==> config.mk <==
export PLATFORM = sky130hd
export DESIGN_NAME = conv_window_buf
export DESIGN_NICKNAME = d
export VERILOG_FILES = /design/src/rtl/conv_window_buf.sv
export SDC_FILE = /design/constraint.sdc
export NUM_CORES = 2
export LEC_CHECK = 0
export CAP_MARGIN = 20
export CELL_PAD_IN_SITES_DETAIL_PLACEMENT = 0
export CELL_PAD_IN_SITES_GLOBAL_PLACEMENT = 2
export CORE_UTILIZATION = 30
export DETAILED_ROUTE_END_ITERATION = 10
export GPL_TIMING_DRIVEN = 0
export PLACE_DENSITY_LB_ADDON = 0.2
export SLEW_MARGIN = 15
export SYNTH_ARGS = -nofsm -noshare
export SYNTH_HDL_FRONTEND = slang
export SYNTH_SLANG_ARGS = --single-unit
==> constraint.sdc <==
create_clock -name clk -period 3.05 [get_ports clk]
set_input_delay 0.4575 -clock clk [delete_from_list [all_inputs] [get_ports clk]]
set_output_delay 0.4575 -clock clk [all_outputs]
set_load 0.02 [all_outputs]
==> src/rtl/conv_window_buf.sv <==
// conv_window_buf: raster-order line buffer presenting kernel_dim x kernel_dim
// windows (valid padding, stride 1) to the convolution controller, holding each
// window stable until the controller has consumed it.
module conv_window_buf #(
  parameter int datatype_size  = 8,
  parameter int input_channels = 5,
  parameter int kernel_dim     = 3,
  parameter int image_width    = 8,
  parameter int image_height   = 8
) (
  input  logic                                                              clk,
  input  logic                                                              rst,
  input  logic                                                              i_valid,
  output logic                                                              o_ready,
  input  logic [input_channels-1:0][datatype_size-1:0]                      i_data,
  output logic                                                              o_start,
  input  logic                                                              i_busy,
  output logic [input_channels-1:0][kernel_dim*kernel_dim-1:0][datatype_size-1:0] o_data,
  output logic                                                              o_done
);

  localparam int unsigned DEPTH = (kernel_dim - 1) * image_width + kernel_dim;
  localparam int unsigned CW    = (image_width  > 1) ? $clog2(image_width)  : 1;
  localparam int unsigned RW    = (image_height > 1) ? $clog2(image_height) : 1;

  localparam logic [CW-1:0] COL_KM1  = CW'(kernel_dim - 1);
  localparam logic [RW-1:0] ROW_KM1  = RW'(kernel_dim - 1);
  localparam logic [CW-1:0] COL_LAST = CW'(image_width - 1);
  localparam logic [RW-1:0] ROW_LAST = RW'(image_height - 1);

  typedef logic [input_channels-1:0][datatype_size-1:0] pix_t;

  typedef enum logic [1:0] {
    S_FILL,
    S_START,
    S_WAIT,
    S_DONE
  } state_t;

  pix_t          r_sr [DEPTH];
  state_t        r_state;
  logic          r_ready;
  logic          r_start;
  logic          r_done;
  logic          r_last;
  logic [CW-1:0] r_col;
  logic [RW-1:0] r_row;

  logic w_accept;
  logic w_win_complete;

  assign w_accept       = i_valid & r_ready;
  assign w_win_complete = (r_col >= COL_KM1) && (r_row >= ROW_KM1);

  assign o_ready = r_ready;
  assign o_start = r_start;
  assign o_done  = r_done;

  // Shift line buffer: moves only on an accepted pixel, newest pixel in entry 0
  always_ff @(posedge clk or negedge rst) begin
    if (!rst) begin
      for (int unsigned i = 0; i < DEPTH; i++) begin
        r_sr[i] <= '0;
      end
    end else if (w_accept) begin
      r_sr[0] <= i_data;
      for (int unsigned i = 1; i < DEPTH; i++) begin
        r_sr[i] <= r_sr[i-1];
      end
    end
  end

  // Window tap-out: index 0 is the top-left (oldest) pixel, last index the newest
  always_comb begin
    o_data = '0;
    for (int unsigned c = 0; c < input_channels; c++) begin
      for (int unsigned ky = 0; ky < kernel_dim; ky++) begin
        for (int unsigned kx = 0; kx < kernel_dim; kx++) begin
          o_data[c][ky*kernel_dim+kx] =
            r_sr[(kernel_dim-1-ky)*image_width + (kernel_dim-1-kx)][c];
        end
      end
    end
  end

  // Handshake FSM with registered outputs plus the pixel position counters.
  // r_ready stays low in the reset FILL state until the first clock edge.
  always_ff @(posedge clk or negedge rst) begin
    if (!rst) begin
      r_state <= S_FILL;
      r_ready <= 1'b0;
      r_start <= 1'b0;
      r_done  <= 1'b0;
      r_last  <= 1'b0;
      r_col   <= '0;
      r_row   <= '0;
    end else begin
      case (r_state)
        S_FILL: begin
          r_ready <= 1'b1;
          if (w_accept) begin
            if (r_col == COL_LAST) begin
              r_col <= '0;
              r_row <= (r_row == ROW_LAST) ? '0 : r_row + 1'b1;
            end else begin
              r_col <= r_col + 1'b1;
            end
            if (w_win_complete) begin
              r_state <= S_START;
              r_ready <= 1'b0;
              r_start <= 1'b1;
              r_last  <= (r_col == COL_LAST) && (r_row == ROW_LAST);
            end
          end
        end
        S_START: begin
          if (i_busy) begin
            r_state <= S_WAIT;
            r_start <= 1'b0;
          end
        end
        S_WAIT: begin
          if (!i_busy) begin
            if (r_last) begin
              r_state <= S_DONE;
              r_done  <= 1'b1;
            end else begin
              r_state <= S_FILL;
              r_ready <= 1'b1;
            end
          end
        end
        S_DONE: begin
          r_state <= S_FILL;
          r_done  <= 1'b0;
          r_ready <= 1'b1;
          r_last  <= 1'b0;
          r_col   <= '0;
          r_row   <= '0;
        end
        default: begin
          r_state <= S_FILL;
          r_ready <= 1'b0;
          r_start <= 1'b0;
          r_done  <= 1'b0;
        end
      endcase
    end
  end

endmodule

# Yosys cells after proc, flatten, opt, wreduce, memory -nomap -nowiden
# Cells that the tools add are included.
# word_totals
n_memories	0
ramBits	0
latchBits	0
rom_bits	0
regBits	772
# op_classes
eq_ne	12
order_cmp	2
multipliers	0
addsub	2
bitwise	1
shifts	0
mux	28
div	0
reduce_logical	14
# ops
cell	count
$mux W3	5
$ne A2 B2 Y1 const B	7
$pmux W3 S2	2
$reduce_and A3 Y1	4
$mux W1	11
$mux W2	5
$pmux W2 S4	1
$reduce_and A4 Y1	2
$add A3 B1 Y3 const B	2
$eq A3 B3 Y1 const B	2
$ge A3 B2 Y1 const B	2
$pmux W1 S2	3
$reduce_bool A2 Y1	3
$eq A2 B2 Y1 const B	2
$pmux W1 S3	1
$reduce_bool A3 Y1	1
$eq A2 B1 Y1 const B	1
$logic_and A1 B1 Y1	2
$logic_not A2 Y1	1
$reduce_and A2 Y1	1
$and A1 B1 Y1	1

# Depth between registers and ports, before layout
# logic_depth
ltp_word	5
depth_mapped	7
ltp_nobuf	5

# Worst setup path before layout
# Ideal clock, no wire load.
# synth_path
path_kind	reg2reg
start	register r_ready (netlist: o_ready)
end	register r_sr (netlist bit o_data[336])
setup_ns	0.117
slack_ns	1.614
path_buffers	4
synth_period_minus_slack_ns	1.436
arrival_time_ns	1.319
stages_incl_launch_ff	8
cell_sequence	dfrtp_1 and2_1 buf_2 buf_4 buf_4 buf_2 nand2_1 nand2_1
# synth_via
elab_chain_cells	1
# synth_rtl
item	line	source
start: declaration	42	logic r_ready;
start signal: assignment	91	r_ready <= 1'b0;
start signal: assignment	100	r_ready <= 1'b1;
start signal: assignment	110	r_ready <= 1'b0;
$and A1 B1 Y1	52	assign w_accept = i_valid & r_ready;
end signal: indexed assignment	68	r_sr[i] <= r_sr[i-1];
end: declaration	40	pix_t r_sr [DEPTH];
# No other way between the ends.
# A chain may end at the register's enable or synchronous reset.

# Worst setup path in the final report
# layout_path
start	register r_sr (netlist bit o_data[36])
end	output o_data[36] in the netlist's numbering
# layout_rtl
item	line	source
end: declaration	18	output logic [input_channels-1:0][kernel_dim*kernel_dim-1:0][datatype_size-1:0] o_data,
# No word-level cell between the ends.

==> flow_metrics.env <==
export IMPL_status="finished, final reports clean"
export IMPL_die_w_um=327
export IMPL_antenna_found_initial=1
export IMPL_dr_total_vias=23043
export IMPL_drt_wirelength_per_cell_um=16.1
export IMPL_min_path_type="input port to flop"
export IMPL_timing_final_max_slew_violations=0
export IMPL_num_io_pins=407
export IMPL_cp_required_ns=2.59
export IMPL_cp_max_fo=3
export IMPL_drt_wl_total_um=90200
export IMPL_vdd_ir_drop_max_uv=432
export IMPL_seq_area_frac_synth=0.610
export IMPL_critPathKind="flop to output port"
export IMPL_gp_congestion=0.747
export IMPL_place_port_buffers=406
export IMPL_core_region_area_um2=104000
export IMPL_clock_root_buffer="clkbuf_16"
export IMPL_clockBufferDepth=3
export IMPL_place_hpwl_um=65600
export IMPL_post_route_min_period_ns=2.43
export IMPL_syn_nets=3681
export IMPL_die_y_um=327
export IMPL_rows=118
export IMPL_worstMarginPinSlew_ns=0.732
export IMPL_grt_start_max_net_pins=95
export IMPL_critPathCaptureType="output port"
export IMPL_fin_nets=4189
export IMPL_avgSynthCellArea_um2=8.72
export IMPL_firstDrtPassIters=4
export IMPL_drtIter0Drc=1211
export IMPL_antenna_left=0
export IMPL_maxSlewHeadroom=0.512
export IMPL_total_power_uw=39900
export IMPL_cts_sinks=772
export IMPL_grt_usage=0.171
export IMPL_start_util=0.304
export IMPL_synth_seq_cells=772
export IMPL_fin_ws_ns=0.619
export IMPL_start_kind="flop"
export IMPL_maxCapViolCount=0
export IMPL_arrival_ns=1.97
export IMPL_synth_edf_count=0
export IMPL_tns_ns=0
export IMPL_hold_viol_final=0
export IMPL_setup_viol=0
export IMPL_netlist_area_um2=31700
export IMPL_htree_levels=3
export IMPL_fillers=10830
export IMPL_clk_pin_slew_ns=0.06
export IMPL_grt_overflow=0
export IMPL_rsz0062_at_grt="false"
export IMPL_clkLatencyLatePin_ns=0.65
export IMPL_yosys_warnings=0
export IMPL_p_per_area_nw_per_um2=980
export IMPL_period_share=0.797
export IMPL_syn_inst=3633
export IMPL_grt_pass1_wl_um=142000
export IMPL_remaining_drc_errors=0
export IMPL_first_global_vias=23865
export IMPL_synth_flop_cell="dfrtp_1"
export IMPL_cts_buffers_inserted=90
export IMPL_tritoncts="yes"
export IMPL_drive_gt1_frac=0.143
export IMPL_dp_slack_ns=0.0933
export IMPL_leakage_uw=0.0221
export IMPL_clock_skew_ns=0.0219
export IMPL_synth_cell_types=31
export IMPL_synthToLayoutAreaGrowth_pct=28.7
export IMPL_timing_fmax_mhz=411
export IMPL_dieArea_um2=107000
export IMPL_via_per_inst=4.12
export IMPL_synth_async_sr_flop_share=1.00
==> cells in the mapped netlist, types with 2 or more instances <==
master,count,area (um^2)
or3_1,2,12.5
nand2_1,2287,8580
buf_4,362,2720
and2_1,4,25.0
buf_2,91,455
a21oi_1,4,20.0
ha_1,4,50.1
nor2_1,2,7.51
nand2b_1,2,12.5
o22ai_1,3,18.8
a211o_1,2,17.5
buf_1,12,45.0
dfrtp_1,772,19300
clkbuf_1,66,248
inv_1,2,7.51
nor2b_1,3,18.8
==> flip-flops by register name, summed over array words and instances (netlist names) <==
| register | cells |
|---|---|
| o_done | 1 |
| r_state | 2 |
| o_data | 360 |
| o_ready | 1 |
| r_row | 3 |
| r_sr | 400 |
| o_start | 1 |
| r_last | 1 |
| r_col | 3 |
==> worst max-delay path, stage by stage (launching register included) <==
cell,delay [ns]
dfrtp_1,0.42
buf_4,0.13
clkdlybuf4s50_1,0.78
==> placed cells by master, fill, tap and decap left out, types with 4 or more instances in the layout <==
master	count
a21oi_1	4
and2_1	4
buf_1	12
buf_16	9
buf_2	91
buf_4	362
bufinv_16	8
clkbuf_1	90
clkbuf_16	92
clkbuf_8	20
clkdlybuf4s50_1	405
clkinv_2	14
dfrtp_1	772
ha_1	4
nand2_1	2287
==> final timing paths <==
check	start	end	slack (ns)	cells after the start
max	o_data[36]	o_data[36]	0.62	2
min	i_data[27]	o_data[283]	0.34	3
max reg2reg	o_ready	o_data[77]	0.69	5
min reg2reg	r_sr[443]	o_data[43]	0.45	2
max in group asynchronous	rst	r_sr[535]	1.00	5
min in group asynchronous	rst	o_data[144]	0.35	2
==> final cells by class <==
| class | count | area (um^2) | share of cell area |
|---|---|---|---|
| sequential | 772 | 19300 | 0.474 |
| tap | 1380 | 1730 | 0.0424 |
| buffer | 531 | 3470 | 0.0850 |
| clock inverter | 27 | 358 | 0.00878 |
| timing repair buffer | 416 | 4330 | 0.106 |
| clock buffer | 136 | 2670 | 0.0654 |
| antenna | 1 | 2.50 | 0.0000614 |
| inverter | 2 | 7.51 | 0.000184 |
| multi-input combinational | 2328 | 8890 | 0.218 |
==> metal layers <==
metal,track usage,part of all wire,vias up
li1,-,-,11682
met1,0.216,0.43,10893
met2,0.292,0.49,334
met3,0.0394,0.045,134
met4,0.0478,0.027,0
met5,0,0,-
==> through the flow <==
stage	utilization	std cells	instance area (um^2)	hold slack [ns]
final	0.392	5593	40800	0.336
after global routing	0.392	5592	40800	0.314
after CTS	0.392	5592	40800	0.271
after detailed placement	0.362	5428	37700	0.451
after global placement	0.360	5419	37500	0.451
after floorplan	-	3633	31700	0.162
==> power breakdown <==
group          switching [uW]  internal [uW]  total [uW]
sequential               2770          13700       16500
clock                    4400           6690       11100
combinational            6320           6010       12300
total                   13500          26400       39900
==> logic make-up after synthesis <==
kind of cell             share of synthesized area
AO/OA/AOI/OAI                              0.00399
adder cells (fa/ha/maj)                    0.00158
buffers and inverters                        0.110
flip-flops                                   0.610
multiplexers                              0.000316
AND/OR/NAND/NOR                              0.275
==> what timing repair did <==
item	CTS	global route
buffers inserted	0	0
hold endpoints to repair	62	0
hold buffers	1	0
resized for setup	0	0
Note: power is estimated with default switching activity, not from simulation.
